File: src/rtl/seq_magnitude_compare_pkg.sv
// Shared encodings for the slice-serial magnitude comparator.
package cmp_pkg;

  typedef enum logic [1:0] {
    ST_IDLE = 2'd0,
    ST_BUSY = 2'd1,
    ST_DONE = 2'd2
  } state_t;

  // RES_NONE marks "no result yet": after reset, and while a compare is running
  localparam logic [1:0] RES_NONE = 2'd0;
  localparam logic [1:0] RES_LT   = 2'd1;
  localparam logic [1:0] RES_EQ   = 2'd2;
  localparam logic [1:0] RES_GT   = 2'd3;

  function automatic int idx_width(input int n);
    return (n > 1) ? $clog2(n) : 1;
  endfunction

endpackage

File: src/rtl/seq_magnitude_compare_slice_compare.sv
// Combinational SLICE-bit compare; msb_invert maps a signed top slice to offset binary.
module slice_compare #(
  parameter int SLICE = 8
) (
  input  logic [SLICE-1:0] a,
  input  logic [SLICE-1:0] b,
  input  logic             msb_invert,
  output logic             gt,
  output logic             eq
);

  logic [SLICE-1:0] flip;

  assign flip = msb_invert ? (SLICE'(1) << (SLICE - 1)) : '0;

  always_comb begin
    gt = 1'b0;
    eq = 1'b0;
    if ((a ^ flip) > (b ^ flip)) begin
      gt = 1'b1;
    end else if (a == b) begin
      eq = 1'b1;
    end
  end

endmodule

File: src/rtl/seq_magnitude_compare.sv
// Multi-cycle magnitude comparator, MSB slice first with early exit.
// state | meaning: IDLE ready for start | BUSY comparing slice idx | DONE one-clock result strobe
module seq_magnitude_compare
  import cmp_pkg::*;
#(
  parameter int WIDTH = 32,
  parameter int SLICE = 8
) (
  input  logic             clk,
  input  logic             reset,
  input  logic             start,
  input  logic             signed_mode,
  input  logic [WIDTH-1:0] a,
  input  logic [WIDTH-1:0] b,
  output logic             ready,
  output logic             done,
  output logic             gt,
  output logic             eq,
  output logic             lt
);

  localparam int NSLICE = WIDTH / SLICE;
  localparam int IW     = idx_width(NSLICE);

  if ((WIDTH % SLICE) != 0 || NSLICE < 1) begin : g_width_check
    $error("seq_magnitude_compare: WIDTH must be a non-zero multiple of SLICE");
  end

  state_t           state, state_n;
  logic [WIDTH-1:0] a_q, b_q;
  logic             sm_q;
  logic [IW-1:0]    idx, idx_n;
  logic [1:0]       res, res_n;
  logic             load;

  logic [SLICE-1:0] a_slice, b_slice;
  logic             msb_invert;
  logic             s_gt, s_eq;

  assign a_slice    = a_q[idx*SLICE +: SLICE];
  assign b_slice    = b_q[idx*SLICE +: SLICE];
  assign msb_invert = sm_q && (idx == IW'(NSLICE - 1));

  slice_compare #(.SLICE(SLICE)) u_slice_compare (
    .a          (a_slice),
    .b          (b_slice),
    .msb_invert (msb_invert),
    .gt         (s_gt),
    .eq         (s_eq)
  );

  always_ff @(posedge clk) begin
    if (reset) begin
      state <= ST_IDLE;
      idx   <= '0;
      res   <= RES_NONE;
      a_q   <= '0;
      b_q   <= '0;
      sm_q  <= 1'b0;
    end else begin
      state <= state_n;
      idx   <= idx_n;
      res   <= res_n;
      if (load) begin
        a_q  <= a;
        b_q  <= b;
        sm_q <= signed_mode;
      end
    end
  end

  always_comb begin
    state_n = state;
    idx_n   = idx;
    res_n   = res;
    load    = 1'b0;
    case (state)
      ST_IDLE: begin
        if (start) begin
          load    = 1'b1;
          idx_n   = IW'(NSLICE - 1);
          res_n   = RES_NONE;
          state_n = ST_BUSY;
        end
      end
      ST_BUSY: begin
        if (!s_eq) begin
          res_n   = s_gt ? RES_GT : RES_LT;
          state_n = ST_DONE;
        end else if (idx == '0) begin
          res_n   = RES_EQ;
          state_n = ST_DONE;
        end else begin
          idx_n = idx - 1'b1;
        end
      end
      ST_DONE: state_n = ST_IDLE;
      default: state_n = ST_IDLE;
    endcase
  end

  assign ready = (state == ST_IDLE);
  assign done  = (state == ST_DONE);
  assign gt    = (res == RES_GT);
  assign eq    = (res == RES_EQ);
  assign lt    = (res == RES_LT);

endmodule

File: config.mk
export PLATFORM = sky130hd
export DESIGN_NAME = seq_magnitude_compare
export DESIGN_NICKNAME = d
export VERILOG_FILES = /design/src/rtl/seq_magnitude_compare_pkg.sv /design/src/rtl/seq_magnitude_compare_slice_compare.sv /design/src/rtl/seq_magnitude_compare.sv
export SDC_FILE = /design/constraint.sdc
export NUM_CORES = 1
export LEC_CHECK = 0
export ABC_CLOCK_PERIOD_IN_PS = 2600
export BUFFER_PORTS_ARGS = -buffer_cell sky130_fd_sc_hd__buf_2
export CORE_MARGIN = 2
export CORE_UTILIZATION = 45
export CTS_CLUSTER_SIZE = 10
export DETAILED_ROUTE_END_ITERATION = 6
export PLACE_DENSITY_LB_ADDON = 0.25
export SYNTH_ARGS = -nofsm -noshare
export SYNTH_HDL_FRONTEND = slang
export SYNTH_SLANG_ARGS = --single-unit
File: constraint.sdc
create_clock -name clk -period 2.6 [get_ports clk]
set_input_delay 0.39 -clock clk [delete_from_list [all_inputs] [get_ports clk]]
set_output_delay 0.39 -clock clk [all_outputs]
set_load 0.05 [all_outputs]
==> flow_metrics.env <==
export IMPL_cts_setup_buffers=0
export IMPL_crit_path_end_kind="register"
export IMPL_yosys_cell_types_count=28
export IMPL_seqCellArea_um2=1420
export IMPL_root_buffer="clkbuf_8"
export IMPL_report_final_slew_viol_count=0
export IMPL_pwr_share_comb=0.190
export IMPL_wire_per_inst_um=12.7
export IMPL_drive_above_1_share=0.251
export IMPL_grt_pass1_vias=2586
export IMPL_fin_worst_skew_ns=0.0104
export IMPL_cts_tree="built"
export IMPL_p_leak_nw=1.61
export IMPL_antenna_left=0
export IMPL_grt_pass1_wl_um=11600
export IMPL_port_buffers=72
export IMPL_peakVddDrop_uv=437
export IMPL_synth_fp_nets=451
export IMPL_rsz0062_at_grt="false"
export IMPL_synth_simple_area_share=0.196
export IMPL_start_kind="register"
export IMPL_clkLatencyLatePin_ns=0.35
export IMPL_routed_wl_um=6840
export IMPL_clock_path_buffers=2
export IMPL_cts_sinks=71
export IMPL_worstPathRequired_ns=2.88
export IMPL_fill_cells=660
export IMPL_synth_seq_cells=71
export IMPL_power_switching_w=0.000746
export IMPL_die_height_um=87.8
export IMPL_core_area_um2=6790
export IMPL_routed_via_count=2687
export IMPL_post_route_min_period_ns=2.37
export IMPL_fp_row_count=30
export IMPL_hold_class="in2reg"
export IMPL_synthAdderAreaFrac=0.0396
export IMPL_path_max_fanout=19
export IMPL_synthXorXnorAreaFrac=0.00831
export IMPL_status="finished, final reports clean"
export IMPL_gp_congestion=0.830
export IMPL_crit_type="reg2reg"
export IMPL_synth_compound_area_frac=0.139
export IMPL_htree_levels=3
export IMPL_ys_warn_count=0
export IMPL_synth_area_mux_share=0.121
export IMPL_via_per_inst=4.99
export IMPL_powerDensity_nw_per_um2=695
export IMPL_antenna_found_initial=0
export IMPL_p_int_w=0.00193
export IMPL_drt_first_pass_iters=4
export IMPL_crit_start="idx[0]$_SDFFE_PP0P_"
export IMPL_cap_violations=0
export IMPL_grt_total_usage=0.196
export IMPL_fmax_mhz=421
export IMPL_setup_viol=0
export IMPL_fin_crit_sh=0.913
export IMPL_multi_input_area_um2=1600
export IMPL_cp_arrival_ns=2.65
export IMPL_io_pins=73
export IMPL_final_util=0.567
export IMPL_drc=0
export IMPL_hold_viol_final=0
export IMPL_clkTransAtPathRegs_ns=0.08
export IMPL_syn_inst=373
export IMPL_drt_iter0_markers=103
export IMPL_cts_made_buffers=9
export IMPL_hpwl_um=4880
export IMPL_grt_ovfl_total=0
export IMPL_hold_start="signed_mode"
export IMPL_synth_top_family_by_area="simple AND/OR/NAND/NOR gates"
export IMPL_r2r_start="idx[0]$_SDFFE_PP0P_"
export IMPL_setup_tns_ns=0
export IMPL_diodes=0
export IMPL_dieArea_um2=7710
export IMPL_postSynthAreaPerCell_um2=8.47
export IMPL_worst_slew_pin_slew_ns=0.766
export IMPL_synthToLayoutAreaGrowth_pct=21.9
export IMPL_pwr_share_seq=0.454
export IMPL_relSlewSlack=0.489
export IMPL_syn_area_um2=3160
export IMPL_nets=516
export IMPL_grt_max_degree=67
export IMPL_yosysSeqAreaShare=0.450
export IMPL_start_util=0.465
export IMPL_clockPowerShare=0.355
export IMPL_p_sw_frac=0.279
export IMPL_die_w_um=87.8
==> cell usage in the layout (no fill, tap or decap), drive strengths merged, types with 2 or more instances in the layout <==
cell type	Yosys	routed
nor2b	6	6
mux4	16	16
dfxtp	71	71
clkinvlp	0	2
nor2	4	4
clkbuf	17	10
a211oi	2	2
xor2	2	2
clkinv	0	2
a31o	2	2
a31oi	2	2
nand2	136	136
bufinv	0	2
ha	10	10
a21oi	71	71
inv	10	10
o21ai	5	5
buf	9	80
==> area by class of cell <==
cell class / count / area share
flip-flops and latches: 71 / 0.369
clock buffers: 10 / 0.0331
inverters: 10 / 0.00974
repair buffers: 80 / 0.119
well taps: 96 / 0.0312
clock inverters: 6 / 0.0221
multi-input cells: 266 / 0.416
==> layer usage <==
layer / GRT usage / wire [um]
met1: 0.232 / 2940
met2: 0.346 / 3540
met3: 0.0452 / 245
met4: 0.0741 / 112
met5: 0 / 0
==> state kept, by name, indices dropped and copies added (netlist names) <==
register  flops
idx           2
sm_q          1
res           2
state         2
b_q          32
a_q          32
==> logic make-up (layout without fill, tap and decap cells) <==
kind of cell / count (synthesis) / count (layout)
compound gates: 84 / 84
xor+xnor: 3 / 3
fa+ha+maj: 10 / 10
buf+inv: 36 / 106
flops: 71 / 71
mux: 16 / 16
simple gates: 153 / 153
==> repair_timing <==
item / 4_1_cts / 5_1_grt
setup endpoints to repair: 0 / 1
gates resized for setup: 0 / 1
hold buffers: 0 / 0
==> through the flow <==
stage | hold WS (ns) | setup slack (ns) | cells | cell area [um2] | power [W]
global route | 0.267 | 0.0815 | 539 | 3850 | 0.00281
global placement | 0.440 | 0.284 | 523 | 3640 | 0.00173
floorplan | 0.432 | 0.256 | 373 | 3160 | 0.00159
finish | 0.271 | 0.225 | 539 | 3850 | 0.00268
CTS | 0.264 | 0.212 | 539 | 3850 | 0.00270
detailed placement | 0.444 | 0.225 | 523 | 3640 | 0.00175
==> power by group through the flow <==
stage                     sequential, W  clock, W  combinational [W]
final                           0.00122  0.000951           0.000509
after global routing            0.00123   0.00101           0.000572
after detailed placement        0.00124         0           0.000513
after global placement          0.00124         0           0.000495
after floorplan                 0.00122         0           0.000371
after CTS                       0.00122  0.000964           0.000516
==> final timing paths <==
check / cells after the start / slack (ns) / to
hold / removal: 3 / 0.27 / sm_q$_SDFFE_PP0P_
setup / recovery: 8 / 0.23 / idx[1]$_SDFFE_PP0P_
hold reg to reg: 2 / 0.45 / b_q[6]$_SDFFE_PP0P_
setup reg to reg: 8 / 0.23 / idx[1]$_SDFFE_PP0P_
==> synthesized netlist by cell type, drive strengths merged <==
library cell	count	area (um2)
nand2	136	510
a21oi	71	355
dfxtp	71	1420
clkbuf	17	63.8
mux4	16	383
ha	10	125
inv	10	37.5
buf	9	43.8
nor2b	6	37.5
o21ai	5	25.0
nor2	4	15.0
a211oi	2	15.0
a31o	2	17.5
a31oi	2	12.5
xor2	2	17.5
and2	1	6.26
and3	1	6.26
and4	1	8.76
nand2b	1	6.26
nand3	1	5.00
nor3	1	16.3
nor3b	1	7.51
o211ai	1	7.51
o21a	1	7.51
xnor2	1	8.76
==> worst max-delay path: stages (launching register included) <==
cell and delay, ns:
dfxtp_1 0.36, buf_12 0.18, mux4_2 0.56, xor2_1 0.19, ha_1 0.34, nor2b_1 0.21
nor3_4 0.08, a31o_2 0.25, a31oi_1 0.13
Power figures use the tool's default switching activity.
